File: src/rtl/press_counter_hexn.sv
// press_counter_hexn: debounced push-button press counter.
// Each accepted press latches the switch bank onto the LEDs and increments
// a DIGITS-wide hex or BCD counter. The counter either wraps or saturates,
// and ovf_o is a sticky flag. Every digit drives an active-low seven-segment display.
module press_counter_hexn #(
    parameter int SW_W            = 10,
    parameter int DIGITS          = 2,
    parameter int BCD_MODE        = 1,
    parameter int SATURATE        = 0,
    parameter int DEBOUNCE_CYCLES = 4
) (
    input  logic                  clk100_i,
    input  logic                  rstn_i,
    input  logic                  key_i,
    input  logic [SW_W-1:0]       sw_i,
    output logic [SW_W-1:0]       ledr_o,
    output logic [7*DIGITS-1:0]   hex_o,
    output logic [4*DIGITS-1:0]   cnt_o,
    output logic                  ovf_o
);

    localparam int CW = 4 * DIGITS;
    localparam int DW = (DEBOUNCE_CYCLES > 1) ? $clog2(DEBOUNCE_CYCLES) : 1;
    localparam logic [DW-1:0] DLAST = DW'(DEBOUNCE_CYCLES - 1);

    logic            sync1_q, sync2_q;
    logic            stable_q, stable_d;
    logic            stable_dly_q;
    logic [DW-1:0]   dcnt_q, dcnt_d;
    logic [CW-1:0]   cnt_q, cnt_d;
    logic [SW_W-1:0] led_q, led_d;
    logic            ovf_q, ovf_d;
    logic            press_evt;
    logic            cnt_max;

    // One increment step: per-digit decimal carry in BCD mode, plain add otherwise.
    function automatic logic [CW-1:0] incr(input logic [CW-1:0] v);
        logic [CW-1:0] r;
        logic          carry;
        if (BCD_MODE != 0) begin
            r     = v;
            carry = 1'b1;
            for (int k = 0; k < DIGITS; k++) begin
                if (carry) begin
                    if (v[4*k +: 4] == 4'd9) begin
                        r[4*k +: 4] = 4'd0;
                    end else begin
                        r[4*k +: 4] = v[4*k +: 4] + 4'd1;
                        carry       = 1'b0;
                    end
                end
            end
        end else begin
            r = v + 1'b1;
        end
        return r;
    endfunction

    // Active-low segment pattern, bit order {g,f,e,d,c,b,a}.
    function automatic logic [6:0] seg7(input logic [3:0] d);
        logic [6:0] s;
        case (d)
            4'h0: s = 7'b1000000;
            4'h1: s = 7'b1111001;
            4'h2: s = 7'b0100100;
            4'h3: s = 7'b0110000;
            4'h4: s = 7'b0011001;
            4'h5: s = 7'b0010010;
            4'h6: s = 7'b0000010;
            4'h7: s = 7'b1111000;
            4'h8: s = 7'b0000000;
            4'h9: s = 7'b0010000;
            4'hA: s = 7'b0001000;
            4'hB: s = 7'b0000011;
            4'hC: s = 7'b1000110;
            4'hD: s = 7'b0100001;
            4'hE: s = 7'b0000110;
            default: s = 7'b0001110;
        endcase
        return s;
    endfunction

    // The press event fires once, on the cycle after the debounced level falls.
    assign press_evt = stable_dly_q & ~stable_q;

    // Debounce: accept a new level only after it differs for DEBOUNCE_CYCLES cycles.
    always_comb begin
        stable_d = stable_q;
        dcnt_d   = dcnt_q;
        if (sync2_q == stable_q) begin
            dcnt_d = '0;
        end else if (dcnt_q == DLAST) begin
            stable_d = sync2_q;
            dcnt_d   = '0;
        end else begin
            dcnt_d = dcnt_q + 1'b1;
        end
    end

    // Counter/LED/overflow next state; saturate holds at max, wrap relies on incr rolling to 0.
    always_comb begin
        cnt_max = 1'b1;
        for (int k = 0; k < DIGITS; k++) begin
            if (cnt_q[4*k +: 4] != ((BCD_MODE != 0) ? 4'd9 : 4'hF)) cnt_max = 1'b0;
        end
        cnt_d = cnt_q;
        led_d = led_q;
        ovf_d = ovf_q;
        if (press_evt) begin
            led_d = sw_i;
            if (!(cnt_max && (SATURATE != 0))) cnt_d = incr(cnt_q);
            if (cnt_max) ovf_d = 1'b1;
        end
    end

    // Synchroniser and debounce registers; idle level of the key is high.
    always_ff @(posedge clk100_i) begin
        if (!rstn_i) begin
            sync1_q      <= 1'b1;
            sync2_q      <= 1'b1;
            stable_q     <= 1'b1;
            stable_dly_q <= 1'b1;
            dcnt_q       <= '0;
        end else begin
            sync1_q      <= key_i;
            sync2_q      <= sync1_q;
            stable_q     <= stable_d;
            stable_dly_q <= stable_q;
            dcnt_q       <= dcnt_d;
        end
    end

    // Counter, LED latch and sticky overflow; reset wins over a same-cycle event.
    always_ff @(posedge clk100_i) begin
        if (!rstn_i) begin
            cnt_q <= '0;
            led_q <= '0;
            ovf_q <= 1'b0;
        end else begin
            cnt_q <= cnt_d;
            led_q <= led_d;
            ovf_q <= ovf_d;
        end
    end

    for (genvar g = 0; g < DIGITS; g++) begin : g_digit
        assign hex_o[7*g +: 7] = seg7(cnt_q[4*g +: 4]);
    end

    assign cnt_o  = cnt_q;
    assign ledr_o = led_q;
    assign ovf_o  = ovf_q;

endmodule

File: config.mk
export PLATFORM = sky130hd
export DESIGN_NAME = press_counter_hexn
export DESIGN_NICKNAME = d
export VERILOG_FILES = /design/src/rtl/press_counter_hexn.sv
export SDC_FILE = /design/constraint.sdc
export NUM_CORES = 1
export LEC_CHECK = 0
export ABC_AREA = 1
export ABC_CLOCK_PERIOD_IN_PS = 2100
export CORE_MARGIN = 2
export CORE_UTILIZATION = 50
export DETAILED_ROUTE_END_ITERATION = 10
export PLACE_DENSITY = 0.91
export RECOVER_POWER = 25
export SLEW_MARGIN = 15
export SYNTH_ARGS = -nofsm -noshare
export SYNTH_HDL_FRONTEND = slang
export SYNTH_SLANG_ARGS = --single-unit
File: constraint.sdc
create_clock -name clk100_i -period 2.1 [get_ports clk100_i]
set_clock_uncertainty 0.05 [all_clocks]
set_input_delay 0.42 -clock clk100_i [delete_from_list [all_inputs] [get_ports clk100_i]]
set_output_delay 0.42 -clock clk100_i [all_outputs]
set_load 0.03 [all_outputs]
* Yosys cells after proc, flatten, opt, wreduce, memory -nomap -nowiden
Memory sizes are Yosys's and may differ from the RTL's. A register that Yosys moved wholly into a read port is not among the register bits.
Index checks and enable logic that the tools add are counted.
** Cells by class
- $add $sub $neg :: 3
- Equal/unequal tests :: 6
- Multiplexer cells :: 10
- Bitwise gates (word level) :: 4
- Reduce and logical (&&, ||, !) cells :: 4
** Operators by type and width (count)
- $mux W4 :: 6
- $add A4 B1 Y4 const B :: 2
- $eq A4 B4 Y1 const B :: 2
- $ne A4 B4 Y1 const B :: 2
- $reduce_and A2 Y1 :: 3
- $mux W1 :: 4
- $not A1 Y1 :: 3
- $reduce_or A3 Y1 :: 1
- $add A2 B1 Y2 const B :: 1
- $eq A2 B2 Y1 const B :: 1
- $and A1 B1 Y1 :: 1
- $eq A1 B1 Y1 :: 1
** Word-level totals
- Flip-flop bits (word level) :: 25
- ROM bits :: 224
- Input bits :: 13
- Output and inout bits :: 33
- Memories kept :: 2
** Memory list
- (no name shown) :: depth 16, bits a word 7, read ports 1, clocked after Yosys merged registers in 1, write ports 0, RTL line 62 : case (d)
- (no name shown) :: depth 16, bits a word 7, read ports 1, clocked after Yosys merged registers in 1, write ports 0, RTL line 62

* Depth between registers and ports, before layout
- Depth after elaboration :: 6
- Depth in mapped cells :: 14
- Mapped depth without buffers :: 14

* Worst setup path before layout
OpenSTA, ideal clock, no wires.
- Kind :: register to register
- From :: reg cnt_q[0] (netlist: cnt_o[0])
- To :: reg hex_o[10] (netlist name)
- Library setup time :: 113 ps
- Data arrival time :: 2014 ps
- Data required time :: 1937 ps
- Path slack :: -77 ps
- Stages on the path, launching flop included :: 12
- Path through :: dfxtp_1 ha_1 nand3_2 nor2_8 nand2_1 nand3_1 inv_1 ha_1 inv_1 nand4_1 nand3_1 nand2_1
** Between the ends
- Cells in the longest elaborated chain, start to end :: 6
** RTL lines
- from (decl) :: RTL line 30 : logic [CW-1:0] cnt_q, cnt_d;
- from (signal assigned) :: RTL line 140 : cnt_q <= cnt_d;
- $eq A4 B4 Y1 :: RTL line 45 : if (v[4*k +: 4] == 4'd9) begin
- $mux W1 :: RTL line 45
- $mux W1 :: RTL line 109 : if (press_evt) begin
- $reduce_and A2 Y1 (no source line)
- $mux W4 (no source line) (2 in series)
No other way between the ends. The select of a mux whose other input is x is not followed.
A chain may end at the register's enable or synchronous reset.

* Final worst setup path
- From :: reg cnt_q[1] (netlist: cnt_o[1])
- To :: reg hex_o[10] (netlist name)
** Between the ends
- Cells in the longest elaborated chain, start to end :: 6
** RTL lines (RTL line)
- $eq A4 B4 Y1 :: 45
- $mux W1 :: 45
- $mux W1 :: 109
- $reduce_and A2 Y1 (no source line)
- $mux W4 (no source line) (2 in series)
No other way between the ends. The select of a mux whose other input is x is not followed.

==> metrics.txt <==
# TYPE chip_impl_metric gauge
chip_impl_info{name="worst_path_max_delay_cell",value="sky130_fd_sc_hd__dfxtp_4"} 1
chip_impl_info{name="rr_endpoint",value="hex_o[10]$_DFF_P_"} 1
chip_impl_metric{name="hpwl_reported_at_the_end_of_detailed_placement",unit="mm"} 3.314
chip_impl_metric{name="deepest_level_of_the_cts_h_tree",unit=""} 2
chip_impl_info{name="grt_setup_unrepaired",value="yes"} 1
chip_impl_metric{name="dieWidth",unit="µm"} 67.36
chip_impl_metric{name="fin_util",unit=""} 0.6979
chip_impl_metric{name="critical_path_arrival",unit="ns"} 2.12
chip_impl_metric{name="synth_sequential_area_ratio",unit=""} 0.3890
chip_impl_metric{name="detail_route.vias_per_cell",unit=""} 5.137
chip_impl_metric{name="asyncSetResetFlopFracSynth",unit=""} 0
chip_impl_metric{name="min_period_over_period",unit=""} 0.9489
chip_impl_metric{name="final_antenna_net_count",unit=""} 0
chip_impl_metric{name="critPathBufInv",unit=""} 2
chip_impl_metric{name="p_leak",unit="nW"} 1.316
chip_impl_info{name="synth_commonest_cells",value="sky130_fd_sc_hd__nand2_1, sky130_fd_sc_hd__dfxtp_1, sky130_fd_sc_hd__inv_1"} 1
chip_impl_metric{name="synth_warnings",unit=""} 0
chip_impl_metric{name="initial_utilization",unit=""} 0.5090
chip_impl_metric{name="synthesis_to_finish_area_growth",unit="%"} 37.09
chip_impl_metric{name="io_buffers",unit=""} 45
chip_impl_metric{name="max-slew-margin-rel",unit=""} 0.7789
chip_impl_metric{name="worst-path-stages",unit=""} 12
chip_impl_metric{name="die_h",unit="µm"} 67.36
chip_impl_metric{name="ir_worst_vdd",unit="µV"} 295.0
chip_impl_info{name="main_area_contributors_after_synthesis",value="sky130_fd_sc_hd__dfxtp_1, sky130_fd_sc_hd__nand2_1, sky130_fd_sc_hd__ha_1, sky130_fd_sc_hd__nand3_1, sky130_fd_sc_hd__inv_1"} 1
chip_impl_info{name="clock-root-buffer",value="sky130_fd_sc_hd__clkbuf_8"} 1
chip_impl_metric{name="total_via_count_in_the_routed_design",unit=""} 1947
chip_impl_metric{name="grt_max_degree",unit=""} 21
chip_impl_metric{name="p_per_area",unit="nW/µm²"} 504.6
chip_impl_info{name="startpoint",value="cnt_o[1]$_SDFFE_PN0N_"} 1
chip_impl_metric{name="insertedDiodeCount",unit=""} 0
chip_impl_info{name="r2r_start",value="cnt_o[1]$_SDFFE_PN0N_"} 1
chip_impl_info{name="synth_flop_cell",value="sky130_fd_sc_hd__dfxtp_1"} 1
chip_impl_metric{name="period_minus_slack",unit="ns"} 1.993
chip_impl_metric{name="final_layout_size_suffix_gt1_frac",unit=""} 0.1976
chip_impl_info{name="timing_worst_setup_path_type",value="flop to flop"} 1
chip_impl_metric{name="cp.required",unit="ns"} 2.23
chip_impl_metric{name="ff_to_ff_setup_slack",unit="ns"} 0.11
chip_impl_metric{name="synth.distinct_cells",unit=""} 26
chip_impl_metric{name="finalSetupViolations",unit=""} 0
chip_impl_metric{name="antenna_found_initial",unit=""} 0
chip_impl_info{name="setup.worst_path.end_class",value="flop"} 1
chip_impl_metric{name="cells_after_synthesis",unit=""} 267
chip_impl_metric{name="synthesis.nets",unit=""} 297
chip_impl_metric{name="post_synth.cell_area_avg",unit="µm²"} 7.517
chip_impl_info{name="hold_path_class",value="flop to flop"} 1
chip_impl_metric{name="clock_sinks",unit=""} 39
chip_impl_metric{name="max_stage_delay",unit="ns"} 0.36
chip_impl_info{name="crit_path_end",value="hex_o[10]$_DFF_P_"} 1
chip_impl_metric{name="grtUsageTotal",unit=""} 0.2175
chip_impl_metric{name="worstPathMaxFanout",unit=""} 5
chip_impl_info{name="yosys.cell_count.top_type",value="sky130_fd_sc_hd__nand2_1"} 1
chip_impl_metric{name="worst_skew_pair_later_pin_latency",unit="ns"} 0.28
chip_impl_metric{name="cts.clk_slew.worst_paths",unit="ns"} 0.07
chip_impl_metric{name="yosysTopAreaCellShare",unit=""} 0.3890
chip_impl_metric{name="fmaxAchievable",unit="MHz"} 501.9
chip_impl_info{name="tritoncts",value="built"} 1
chip_impl_metric{name="clk_path_buf_depth",unit=""} 2
chip_impl_metric{name="totalNegativeSetupSlack",unit="ns"} 0
chip_impl_metric{name="grt_remaining_overflow",unit=""} 0
chip_impl_info{name="worst_hold_startpoint",value="dcnt_q[0]$_SDFF_PP0_"} 1
chip_impl_metric{name="drt_first_iter_violations",unit=""} 157
chip_impl_metric{name="drv_cap",unit=""} 0
chip_impl_info{name="critPathMostFrequentCell",value="sky130_fd_sc_hd__nand2_1"} 1
chip_impl_info{name="run_status",value="finished, final reports clean"} 1
chip_impl_metric{name="tightest_slew",unit="ns"} 0.3306
chip_impl_metric{name="floorplan.io_pins",unit=""} 46
chip_impl_info{name="crit_path_start_kind",value="flop"} 1
chip_impl_metric{name="syn_area",unit="µm²"} 2007
chip_impl_metric{name="grt_pass1_vias",unit=""} 1732
chip_impl_metric{name="wl",unit="mm"} 4.839
chip_impl_info{name="yosysTopAreaCell",value="sky130_fd_sc_hd__dfxtp_1"} 1
chip_impl_metric{name="globalplace.congestion",unit=""} 0.9075
chip_impl_metric{name="n_fill_cell",unit=""} 290
chip_impl_metric{name="wl_per_cell",unit="µm"} 12.77
chip_impl_metric{name="finalNetCount",unit=""} 359
chip_impl_metric{name="ff2ff_path_depth",unit=""} 12
chip_impl_metric{name="finalHoldViolCount",unit=""} 0
chip_impl_metric{name="core_region_area",unit="µm²"} 3943
chip_impl_metric{name="synth-edff-count",unit=""} 0
chip_impl_info{name="timing.critical_path.cells",value="inv_1, ha_2, nand2_1, nor2_2, nand2_2, nand2_1, nand3_2, ha_1, inv_1, nand4_1, nand3_1, nand2_1"} 1
chip_impl_metric{name="drt_drc_violations_left",unit=""} 0
chip_impl_metric{name="timing.final.max_slew_violations",unit=""} 0
chip_impl_metric{name="initial_drt_pass_iterations",unit=""} 4
chip_impl_metric{name="std_cell_rows",unit=""} 23
chip_impl_metric{name="die_footprint",unit="µm²"} 4537
chip_impl_info{name="crit_family",value="simple AND/OR/NAND/NOR gates"} 1
chip_impl_metric{name="cts_buffers",unit=""} 5
chip_impl_metric{name="grt_pass1_wl",unit="mm"} 7.534
chip_impl_metric{name="synth_seq_cells",unit=""} 39
==> worst min path at each step <==
stage	slack, ns	endpoint	depth (start not counted)
floorplan	0.34	sync2_q$_SDFF_PN1_	1
global placement	0.35	sync2_q$_SDFF_PN1_	1
detailed placement	0.37	dcnt_q[0]$_SDFF_PP0_	1
CTS	0.38	dcnt_q[0]$_SDFF_PP0_	1
global route	0.40	dcnt_q[0]$_SDFF_PP0_	1
finish	0.38	dcnt_q[0]$_SDFF_PP0_	1
==> kinds of logic after synthesis <==
family          count (synthesis)  synth area share
compound gates                 26           0.07294
fa+ha+maj                      17            0.1060
buf+inv                        39           0.07730
flops                          39            0.3890
simple gates                  146            0.3547
==> routing by layer <==
| layer | up-vias | share of wire | wire [µm] | global-route usage |
|---|---|---|---|---|
| met4 | 0 | 0.013 | 61 | 0.07143 |
| li1 | 966 | - | - | - |
| met5 | - | 0 | 0 | 0 |
| met2 | 65 | 0.50 | 2431 | 0.3639 |
| met1 | 910 | 0.43 | 2083 | 0.2765 |
| met3 | 6 | 0.054 | 263 | 0.05000 |
==> metrics by stage <==
step	cell area [µm²]	power, mW	hold slack [ns]	worst slack (ns)	instances
2_1_floorplan	2009	0.7795	0.3425	0.07026	267
3_3_place_gp	2577	0.8100	0.3526	0.04438	368
3_5_place_dp	2577	0.8113	0.3720	-0.06902	368
4_1_cts	2688	1.396	0.3819	0.002184	376
5_1_grt	2751	1.430	0.4000	-0.04359	379
6_report	2751	1.388	0.3806	0.1074	379
==> worst reg2reg max path, cell delays in order, from the launching register on <==
cell	delay [ns]
sky130_fd_sc_hd__dfxtp_4	0.36
sky130_fd_sc_hd__inv_1	0.05
sky130_fd_sc_hd__ha_2	0.17
sky130_fd_sc_hd__nand2_1	0.07
sky130_fd_sc_hd__nor2_2	0.12
sky130_fd_sc_hd__nand2_2	0.10
sky130_fd_sc_hd__nand2_1	0.09
sky130_fd_sc_hd__nand3_2	0.13
sky130_fd_sc_hd__ha_1	0.30
sky130_fd_sc_hd__inv_1	0.09
sky130_fd_sc_hd__nand4_1	0.15
sky130_fd_sc_hd__nand3_1	0.12
sky130_fd_sc_hd__nand2_1	0.07
==> power by group <==
part / switching (mW) / total, mW / internal (mW)
Sequential: 0.00125 / 0.741 / 0.740
Clock: 0.245 / 0.593 / 0.348
Combinational: 0.0241 / 0.0544 / 0.0303
==> sequential cells by signal, summed over array words and instances, names as in the netlist <==
signal / count
hex_o: 14
ledr_o: 10
cnt_o: 8
dcnt_q: 2
ovf_o: 1
stable_dly_q: 1
stable_q: 1
sync1_q: 1
sync2_q: 1
==> cell type report <==
type                    instances  area (µm²)  area share
multi-input cells             189        1109      0.4029
flip-flops and latches         39       787.0      0.2860
repair buffers                 60       563.0      0.2046
inverters                      34       127.6     0.04638
clock buffers                   6       72.57     0.02638
well taps                      50       62.56     0.02274
clock inverters                 1       30.03     0.01091
==> timing repair <==
action / CTS / global route
setup endpoints to repair: 1 / 12
gates resized for setup: 0 / 18
buffers inserted: 1 / 3
hold buffers: 0 / 0
pin swaps: 1 / 4
==> cells in the final DEF, fill, tap and decap left out, types with 5 or more instances in the layout <==
cell and instances:
sky130_fd_sc_hd__o21ai_1 7, sky130_fd_sc_hd__dfxtp_1 36, sky130_fd_sc_hd__ha_1 14, sky130_fd_sc_hd__nand3_1 21, sky130_fd_sc_hd__nand2_1 68, sky130_fd_sc_hd__clkbuf_8 5, sky130_fd_sc_hd__nand4_1 5, sky130_fd_sc_hd__o21ai_0 12
sky130_fd_sc_hd__nand2_2 10, sky130_fd_sc_hd__buf_4 15, sky130_fd_sc_hd__inv_2 9, sky130_fd_sc_hd__nor2_1 26, sky130_fd_sc_hd__inv_1 25, sky130_fd_sc_hd__clkdlybuf4s50_1 45
(Power assumes the default switching activity.)
